**config.mk**
```make
export PLATFORM = sky130hd
export DESIGN_NAME = rf_wb_arbiter
export DESIGN_NICKNAME = d
export VERILOG_FILES = /design/src/rtl/rf_wb_arbiter.sv
export SDC_FILE = /design/constraint.sdc
export NUM_CORES = 1
export LEC_CHECK = 0
export BUFFER_PORTS_ARGS = -buffer_cell sky130_fd_sc_hd__buf_2
export CAP_MARGIN = 20
export CORE_UTILIZATION = 49
export CTS_BUF_LIST = sky130_fd_sc_hd__clkbuf_8
export CTS_CLUSTER_DIAMETER = 50
export DETAILED_ROUTE_END_ITERATION = 6
export PLACE_DENSITY = 0.89
export SLEW_MARGIN = 20
export SYNTH_ARGS = -nofsm -noshare
export SYNTH_HDL_FRONTEND = slang
export SYNTH_SLANG_ARGS = --single-unit
```
**constraint.sdc**
```tcl
create_clock -name clk -period 2.15 [get_ports clk]
set_input_delay 0.43 -clock clk [delete_from_list [all_inputs] [get_ports clk]]
set_output_delay 0.43 -clock clk [all_outputs]
set_load 0.1 [all_outputs]
```
**src/rtl/rf_wb_arbiter.sv**
```systemverilog
// rf_wb_arbiter: round-robin write-back arbiter for the register file write port,
// with a one-cycle stage register, per-register busy scoreboard and read forwarding.
//   clk, rst_n                   clock, asynchronous active-low reset
//   req0_* / req1_*              ALU / memory write-back requests (valid, rd, data, ready)
//   issue_valid, issue_rd        destination allocation; issue_ready = !busy[issue_rd]
//   rs1/rs2, rs*_rf_data         read indices and raw register-file data
//   rs*_data, rs*_busy           forwarded read data and scoreboard bit of each source
//   wen, rd, rd_data             registered write port to the register file
//   busy                         scoreboard vector
`ifndef RF_SIZE_LOG
`define RF_SIZE_LOG 3
`endif
`ifndef REG_LEN
`define REG_LEN 8
`endif
module rf_wb_arbiter #(
    parameter int RF_SIZE_LOG = `RF_SIZE_LOG,
    parameter int REG_LEN = `REG_LEN,
    localparam int RF_SIZE = 1 << RF_SIZE_LOG
) (
    input  logic                   clk,
    input  logic                   rst_n,
    input  logic                   req0_valid,
    input  logic [RF_SIZE_LOG-1:0] req0_rd,
    input  logic [REG_LEN-1:0]     req0_data,
    output logic                   req0_ready,
    input  logic                   req1_valid,
    input  logic [RF_SIZE_LOG-1:0] req1_rd,
    input  logic [REG_LEN-1:0]     req1_data,
    output logic                   req1_ready,
    input  logic                   issue_valid,
    input  logic [RF_SIZE_LOG-1:0] issue_rd,
    output logic                   issue_ready,
    input  logic [RF_SIZE_LOG-1:0] rs1,
    input  logic [RF_SIZE_LOG-1:0] rs2,
    input  logic [REG_LEN-1:0]     rs1_rf_data,
    input  logic [REG_LEN-1:0]     rs2_rf_data,
    output logic [REG_LEN-1:0]     rs1_data,
    output logic [REG_LEN-1:0]     rs2_data,
    output logic                   rs1_busy,
    output logic                   rs2_busy,
    output logic                   wen,
    output logic [RF_SIZE_LOG-1:0] rd,
    output logic [REG_LEN-1:0]     rd_data,
    output logic [RF_SIZE-1:0]     busy
);
    logic                   prio;
    logic                   grant;
    logic [RF_SIZE_LOG-1:0] g_rd;
    logic [REG_LEN-1:0]     g_data;
    logic [RF_SIZE-1:0]     busy_nxt;

    // Ready depends only on the valids and the pointer, never on itself.
    assign req0_ready  = req0_valid && (!req1_valid || !prio);
    assign req1_ready  = req1_valid && (!req0_valid || prio);
    assign grant       = req0_ready || req1_ready;
    assign g_rd        = req0_ready ? req0_rd : req1_rd;
    assign g_data      = req0_ready ? req0_data : req1_data;
    assign issue_ready = !busy[issue_rd];
    assign rs1_busy    = busy[rs1];
    assign rs2_busy    = busy[rs2];
    // The staged write has not reached the array yet, so bypass it.
    assign rs1_data    = (wen && rd == rs1) ? rd_data : rs1_rf_data;
    assign rs2_data    = (wen && rd == rs2) ? rd_data : rs2_rf_data;

    // Clear before set: a fresh allocation owns the register over a retiring write.
    always_comb begin
        busy_nxt = busy;
        if (grant) busy_nxt[g_rd] = 1'b0;
        if (issue_valid && issue_ready) busy_nxt[issue_rd] = 1'b1;
    end

    always_ff @(posedge clk or negedge rst_n) begin
        if (!rst_n) begin
            wen     <= 1'b0;
            rd      <= '0;
            rd_data <= '0;
            prio    <= 1'b0;
            busy    <= '0;
        end else begin
            wen  <= grant;
            busy <= busy_nxt;
            if (grant) begin
                rd      <= g_rd;
                rd_data <= g_data;
                prio    <= req0_ready;
            end
        end
    end
endmodule
```
Word level (Yosys, flattened, before mapping)
Index checks and enable logic that the tools add are counted.
W data, S select, Z words.
Storage, ports and cells
  register bits after elaboration: 21
  output and inout port bits: 41
Operators by class
  magnitude comparators: 6
  equality and inequality tests: 2
  muxes and demuxes: 16
  bitwise logic cells: 3
  reductions and logical operators: 14
Operators by type and width (number)
  $mux W8: 5
  $lt A3 B4 Y1 const B: 4
  $bmux W1 S3: 3
  $and A8 B8 Y8: 1
  $not A8 Y8: 1
  $or A8 B8 Y8: 1
  $logic_and A1 B1 Y1: 7
  $demux W1 S3: 2
  $eq A3 B3 Y1: 2
  $ge A3 B1 Y1 const B: 2
  $mux W1: 5
  $logic_not A1 Y1: 4
  $logic_or A1 B1 Y1: 3
  $mux W3: 1

Logic depth before layout (Yosys ltp)
Gate-level depths: netlist (run 1).
  depth after elaboration: 13
  gate-level depth with buffers: 5
  depth with buffers taken out: 4

Worst setup path after synthesis (run 1)
OpenSTA, ideal clock, no wires.
  kind: register -> output
  start: register busy[2]
  end: output rs1_busy
  data arrival time: 3740 ps
  required time: 1720 ps
  slack: -2020 ps
  cell stages (with the launch flop): 4
  path through: dfrtp_1 inv_1 mux4_1 o21ai_0
On the way
  cells in the longest elaborated chain, start to end: 2
Ends and longest elaborated chain
  start, declared: line 45  | output logic [RF_SIZE-1:0] busy
  start signal, assigned: line 82  | busy <= busy_nxt;
  $bmux W1 S3: line 60  | assign rs1_busy = busy[rs1];
  $mux W1 (implied by the code): line 60
  end, declared: line 40  | output logic rs1_busy,
Every way passes these cells. The select of a mux whose other input is x is not followed.

Worst setup path after layout (run 1)
  start: register rd[2]
  end: output rs2_data[3]
On the way
  cells in the longest elaborated chain, start to end: 3
Ends and longest elaborated chain
  start, declared: line 43  | output logic [RF_SIZE_LOG-1:0] rd,
  start signal, assigned: line 84  | rd <= g_rd;
  $eq A3 B3 Y1: line 64  | assign rs2_data = (wen && rd == rs2) ? rd_data : rs2_rf_data;
  $logic_and A1 B1 Y1: line 64
  $mux W8: line 64
  end, declared: line 39  | output logic [REG_LEN-1:0] rs2_data,
Every way passes these cells.

==> results of run 1 <==
==> logic make-up (layout without fill, tap and decap cells) <==
kind of cell / Yosys count / in the layout / synth area share (%)
XOR/XNOR: 6 / 6 / 3.27
multiplexers: 28 / 28 / 24.6
AND/OR/NAND/NOR: 50 / 50 / 16.0
flip-flops: 21 / 21 / 32.7
AO/OA/AOI/OAI: 40 / 40 / 17.4
buffers and inverters: 19 / 107 / 6.07
==> critical path, delay by kind of cell (launching register included) <==
family                 cells  cell delay (ns)
XOR/XNOR                   1             0.21
flip-flops                 1             0.47
buffers and inverters      1             0.18
AND/OR/NAND/NOR            1             0.23
multiplexers               1             0.37
==> cells in the final DEF (no fill, tap or decap), drive strengths merged <==
cell type	Yosys	routed
o211ai	4	4
nand2	9	9
mux4	6	6
dfrtp	21	21
mux2i	5	5
clkinv	0	1
a41oi	4	4
o22ai	2	2
nand3	10	10
mux2	17	17
a21bo	1	1
xnor2	6	6
buf	7	94
or2	1	1
inv	9	9
a31oi	14	14
nand2b	6	6
clkbuf	3	3
and2b	1	1
o221ai	4	4
nor2b	1	1
nand4	6	6
o21ai	10	10
a21o	1	1
and3b	1	1
nor2	15	15
==> timing repair <==
action                                 in CTS  in global routing
setup endpoints to repair                  16                 17
gates cloned                                0                  0
endpoints found under the hold margin       0                  0
gates resized for setup                     8                  1
setup buffers                               0                  0
pin swaps                                   2                  4
==> synth_stat cells (2+ instances only) <==
cell type	instances
a31oi_1	14
a41oi_1	4
buf_2	3
buf_6	3
clkbuf_1	3
dfrtp_1	21
inv_1	9
mux2_2	17
mux2i_1	5
mux4_1	5
nand2_1	9
nand2b_1	6
nand3_1	10
nand4_1	4
nand4_2	2
nor2_1	15
o211ai_1	4
o21ai_0	10
o221ai_1	2
o221ai_2	2
o22ai_1	2
xnor2_1	6
==> path summary, 6_finish.rpt <==
path / cells past startpoint / slack [ns] / endpoint / startpoint
worst max-delay path: 4 / 0.001 / rs2_data[3] / rd[2]
worst min-delay path: 1 / 0.11 / busy[2] / rst_n
worst max register to register: 4 / 0.64 / busy[0] / prio
worst min register to register: 1 / 0.54 / prio / prio
max in group asynchronous: 1 / 1.68 / busy[5] / rst_n
min in group clk: 3 / 0.42 / rd_data[4] / req0_data[4]
==> layer usage <==
layer | up-vias | routed length (um)
met5 | - | 0
met4 | 0 | 210
met3 | 31 | 456
met2 | 138 | 3060
met1 | 860 | 2040
li1 | 800 | -
==> metrics by stage <==
| stage | instances | setup TNS [ns] | setup WS (ns) | hold slack, ns | power (mW) |
|---|---|---|---|---|---|
| 2_1_floorplan | 164 | -0.966 | -0.0669 | 0.134 | 1.91 |
| 3_3_place_gp | 292 | 0 | 0.121 | 0.395 | 2.33 |
| 3_5_place_dp | 292 | 0 | 0.00354 | 0.405 | 2.37 |
| 4_1_cts | 296 | -0.00286 | -0.00286 | 0.123 | 2.65 |
| 5_1_grt | 296 | -0.252 | -0.0257 | 0.146 | 2.76 |
| 6_report | 296 | 0 | 0.00120 | 0.105 | 2.69 |
==> final cells by class <==
class | count | area share [%]
inverters | 9 | 1.32
repair buffers | 94 | 30.3
multi-input cells | 124 | 42.4
well taps | 44 | 2.15
clock inverters | 1 | 0.196
flip-flops and latches | 21 | 21.9
clock buffers | 3 | 1.62
==> registers in the layout, summed over array words and instances (netlist names) <==
name / count
wen: 1
rd: 3
prio: 1
busy: 8
rd_data: 8
==> where the power goes <==
part	switching, mW	internal (mW)	total, mW
sequential	0.135	0.503	0.638
combinational	1.28	0.510	1.79
clock	0.132	0.129	0.262
==> flow_summary.ini, run 1 <==
[outcome]
status = finished, final reports clean

[synthesis]
syn-cell-area_sq_um = 1610
async_reset_ff_share_pct = 100
yosys.area.top_type = dfrtp_1
synthTopCellsByArea = dfrtp_1 (33%), mux2_2 (12%), mux4_1 (8.2%)
synth_top_area_share_pct = 32.7
yosysSeqAreaShare_pct = 32.7
ys_types = 30
avgSynthCellArea_sq_um = 9.80
ys_ff_latch = 21
yosys_warnings = 0
synth_cells = 164
yosys_most_used_dff = dfrtp_1
synth_edf_count = 0
syn-num-nets = 216

[placement]
globalplace.congestion = 0.858
dp_hpwl_um = 4120
portBuffers = 92
placed_area_sq_um = 2450

[clocking]
htreeDepth = 1
cts_hold_buf = 0
clock_sinks = 21
clk_pin_slew_ns = 0.08
clk_latency_ns = 0.26
clockBufferDepth = 2
numCtsBuffers = 3
cts_tree = done
root_buffer = clkbuf_8

[finish]
utilization_pct = 83.0
design_area_sq_um = 2560
nNetsFinal = 305
area_growth_pct = 59.0
drive_above_1_share_pct = 60.3
antenna_cells = 0
multi_input_area_sq_um = 1080
ff_latch_area_sq_um = 561
fill_cells = 168

[grt]
grt_antenna_before_repair = 0
grt-busiest-layer = met2
grt_pass1_vias = 1733
grt_use_met2_pct = 61.8
grt_pass1_wl_um = 8780
overflow = 0
met3_usage_pct = 6.11
use_met1_pct = 39.8
grt_max_degree = 29
grtUsageTotal_pct = 34.5

[sta]
finalSetupViolCount = 0
fmax_mhz = 465
finalMaxSlewViolations = 0
finalCritPeriodShare_pct = 99.9
worst_pin_slew_ns = 0.506
fin_crit_ns = 2.15
fin_skew_ns = 0.00419
rsz0062_at_grt = yes
final-hold-violation-count = 0
max_slew_margin_pct = 66.5

[setup_path]
crit_required_ns = 1.72
cp-start-kind = flop
worst_path_largest_cell_delay_ns = 0.47
end_kind = output port
worstPathArrival_ns = 1.72
cp_max_fo = 8
crit_slowest_cell = dfrtp_2
crit_chain = xnor2_2 -> nand4_4 -> mux2_2 -> buf_12
critPathKind = reg2out

[worst_hold_path]
hold_path_class = in2async

[detailed_routing]
avgViaCountPerCell = 6.18
antenna_left = 0
vias = 1829
detail_route.wl_per_cell_um = 19.5
drt_pre_antenna_iters = 5
routed_wl_um = 5770
drc = 0
drt_iter0_drc = 140

[die]
num_io_pins = 93
die_w_um = 59.3
dieArea_sq_um = 3510
rows = 20
initial_core_util_pct = 52.2
dieHeight_um = 59.3
core_area_sq_um = 3080

[run]
max_cap_violations = 0

[pwr]
leakagePower_nw = 1.16
ir_worst_vdd_v = 0.000740
power_density_nw_per_um2 = 1050
Note: power is estimated with default switching activity, not from simulation.
==> inputs of run 2 (changes only) <==
--- a/config.mk
+++ b/config.mk
@@ -11,7 +11,7 @@
 export CTS_BUF_LIST = sky130_fd_sc_hd__clkbuf_8
 export CTS_CLUSTER_DIAMETER = 50
 export DETAILED_ROUTE_END_ITERATION = 6
-export PLACE_DENSITY = 0.89
+export PLACE_DENSITY = 0.95
 export SLEW_MARGIN = 20
 export SYNTH_ARGS = -nofsm -noshare
 export SYNTH_HDL_FRONTEND = slang
==> flow_summary.ini, run 2 (same netlist as run 1, synthesis figures left out) <==
[outcome]
status = finished, final reports clean

[pwr]
p_total_mw = 2.72
swShare_pct = 57.6
ir_worst_vdd_v = 0.000579
power_density_nw_per_um2 = 1050
power.internal_mw = 1.15
comb_power_share_pct = 67.2
power_frac_seq_pct = 23.3
netSwitchingPower_mw = 1.57
leakagePower_nw = 1.19
clkPwrFrac_pct = 9.4

[finish]
design_area_sq_um = 2590
nNetsFinal = 308
ff_latch_area_sq_um = 561
drive_above_1_share_pct = 60.8
layout_common_cells = buf_2 (72), buf_12 (20), a31oi_1 (14), nor2_1 (14), mux2_2 (12)
fill_cells = 152
final_common_cell = buf_2
multi_input_area_sq_um = 1090
area_growth_pct = 61.0
final_cells = 299
top_regs = busy (8), rd_data (8), rd (3)
antenna_cells = 0

[clocking]
root_buffer = clkbuf_8
clk_latency_ns = 0.26
htreeDepth = 1
clk_pin_slew_ns = 0.08
cts_tree = done
cts_hold_buf = 0
clockBufferDepth = 2
numCtsBuffers = 3
clock_sinks = 21

[die]
die_w_um = 59.3
rows = 20
num_io_pins = 93
core_area_sq_um = 3080
dieHeight_um = 59.3
initial_core_util_pct = 52.2
dieArea_sq_um = 3510

[setup_path]
crit_required_ns = 1.72
cp-start-kind = flop
cp_max_fo = 8
startpoint = rd[1]
critPathKind = reg2out
end_kind = output port
r2r-start = prio
worstPathArrival_ns = 1.71

[sta]
fin_skew_ns = 0.00494
fin_crit_ns = 2.14
rsz0062_at_grt = yes
max_slew_margin_pct = 66.6
final-hold-violation-count = 0
worst_pin_slew_ns = 0.505
finalSetupViolCount = 0
finalCritPeriodShare_pct = 99.8
fmax_mhz = 466
finalMaxSlewViolations = 0

[placement]
dp_hpwl_um = 4100
placed_cells = 292
placed_area_sq_um = 2450
portBuffers = 92
globalplace.congestion = 0.906

[detailed_routing]
avgViaCountPerCell = 6.42
routed_wl_um = 6280
drt_pre_antenna_iters = 5
m1WireLength_um = 2220
antenna_left = 0
wl_met3_um = 642
drc = 0
vias = 1921
detail_route.wl_per_cell_um = 21.0
drt_iter0_drc = 166
routed.top_layer = met4
wl_met2_um = 3140

[grt]
grtUsageTotal_pct = 35.8
grt_max_degree = 29
overflow = 0
grt_pass1_vias = 1722
grt_antenna_before_repair = 0
grt_pass1_wl_um = 9000

[run]
max_cap_violations = 0

[worst_hold_path]
hold_path_class = in2async
-- run 2: cell count changes in the layout (fill, tap and decap cells not counted) --
| cell | before | now |
|---|---|---|
| buf_4 | 2 | 5 |
| mux2_2 | 13 | 12 |
| mux2_4 | 4 | 5 |
| mux4_1 | 1 | 2 |
| mux4_2 | 5 | 4 |
| nand2_1 | 9 | 8 |
| nand2_2 | 0 | 1 |
-- run 2: layout make-up --
cell class | count | area share [%]
multi-input cells | 124 | 42.3
repair buffers | 97 | 30.8
flip-flops and latches | 21 | 21.7
well taps | 44 | 2.13
clock buffers | 3 | 1.59
inverters | 9 | 1.30
clock inverters | 1 | 0.193
-- run 2: power groups by stage --
stage / clock [mW] / sequential (mW) / combinational (mW)
after CTS: 0.257 / 0.618 / 1.77
final: 0.257 / 0.633 / 1.83
after global routing: 0.274 / 0.639 / 1.87
after floorplan: 0 / 1.14 / 0.767
after global placement: 0 / 0.612 / 1.72
after detailed placement: 0 / 0.622 / 1.75
-- run 2: worst max-delay path: stages (launching register included) --
cell,delay (ns)
dfrtp_2,0.47
xnor2_2,0.22
nand4_4,0.21
mux2_4,0.37
buf_12,0.17
-- run 2: path summary, 6_finish.rpt --
kind	endpoint	slack, ns	cells after the start
worst max-delay path	rs1_data[1]	0.005	4
worst min-delay path	busy[1]	0.11	1
worst max register to register	busy[6]	0.53	4
worst min register to register	prio	0.53	1
max in group asynchronous	busy[5]	1.68	1
min in group clk	rd_data[4]	0.44	3
-- run 2: timing repair --
| action | CTS | global route |
|---|---|---|
| gates resized for setup | 6 | 4 |
| pin swaps | 0 | 5 |
| endpoints found under the setup margin | 16 | 17 |
| setup buffers | 0 | 3 |
-- run 2: routing by layer --
metal,GRT usage [%],vias to the layer above
li1,-,800
met2,59.7,172
met4,18.0,0
met1,45.6,912
met5,0,-
met3,4.59,37
-- run 2: through the flow --
stage | setup TNS [ns] | setup slack [ns] | util (%) | hold slack [ns]
floorplan | -0.966 | -0.0669 | - | 0.134
global placement | 0 | 0.122 | 79.6 | 0.399
detailed placement | 0 | 0.0589 | 79.6 | 0.398
CTS | -0.00161 | -0.00161 | 82.7 | 0.117
global route | -0.434 | -0.0353 | 84.1 | 0.153
finish | 0 | 0.00517 | 84.1 | 0.114
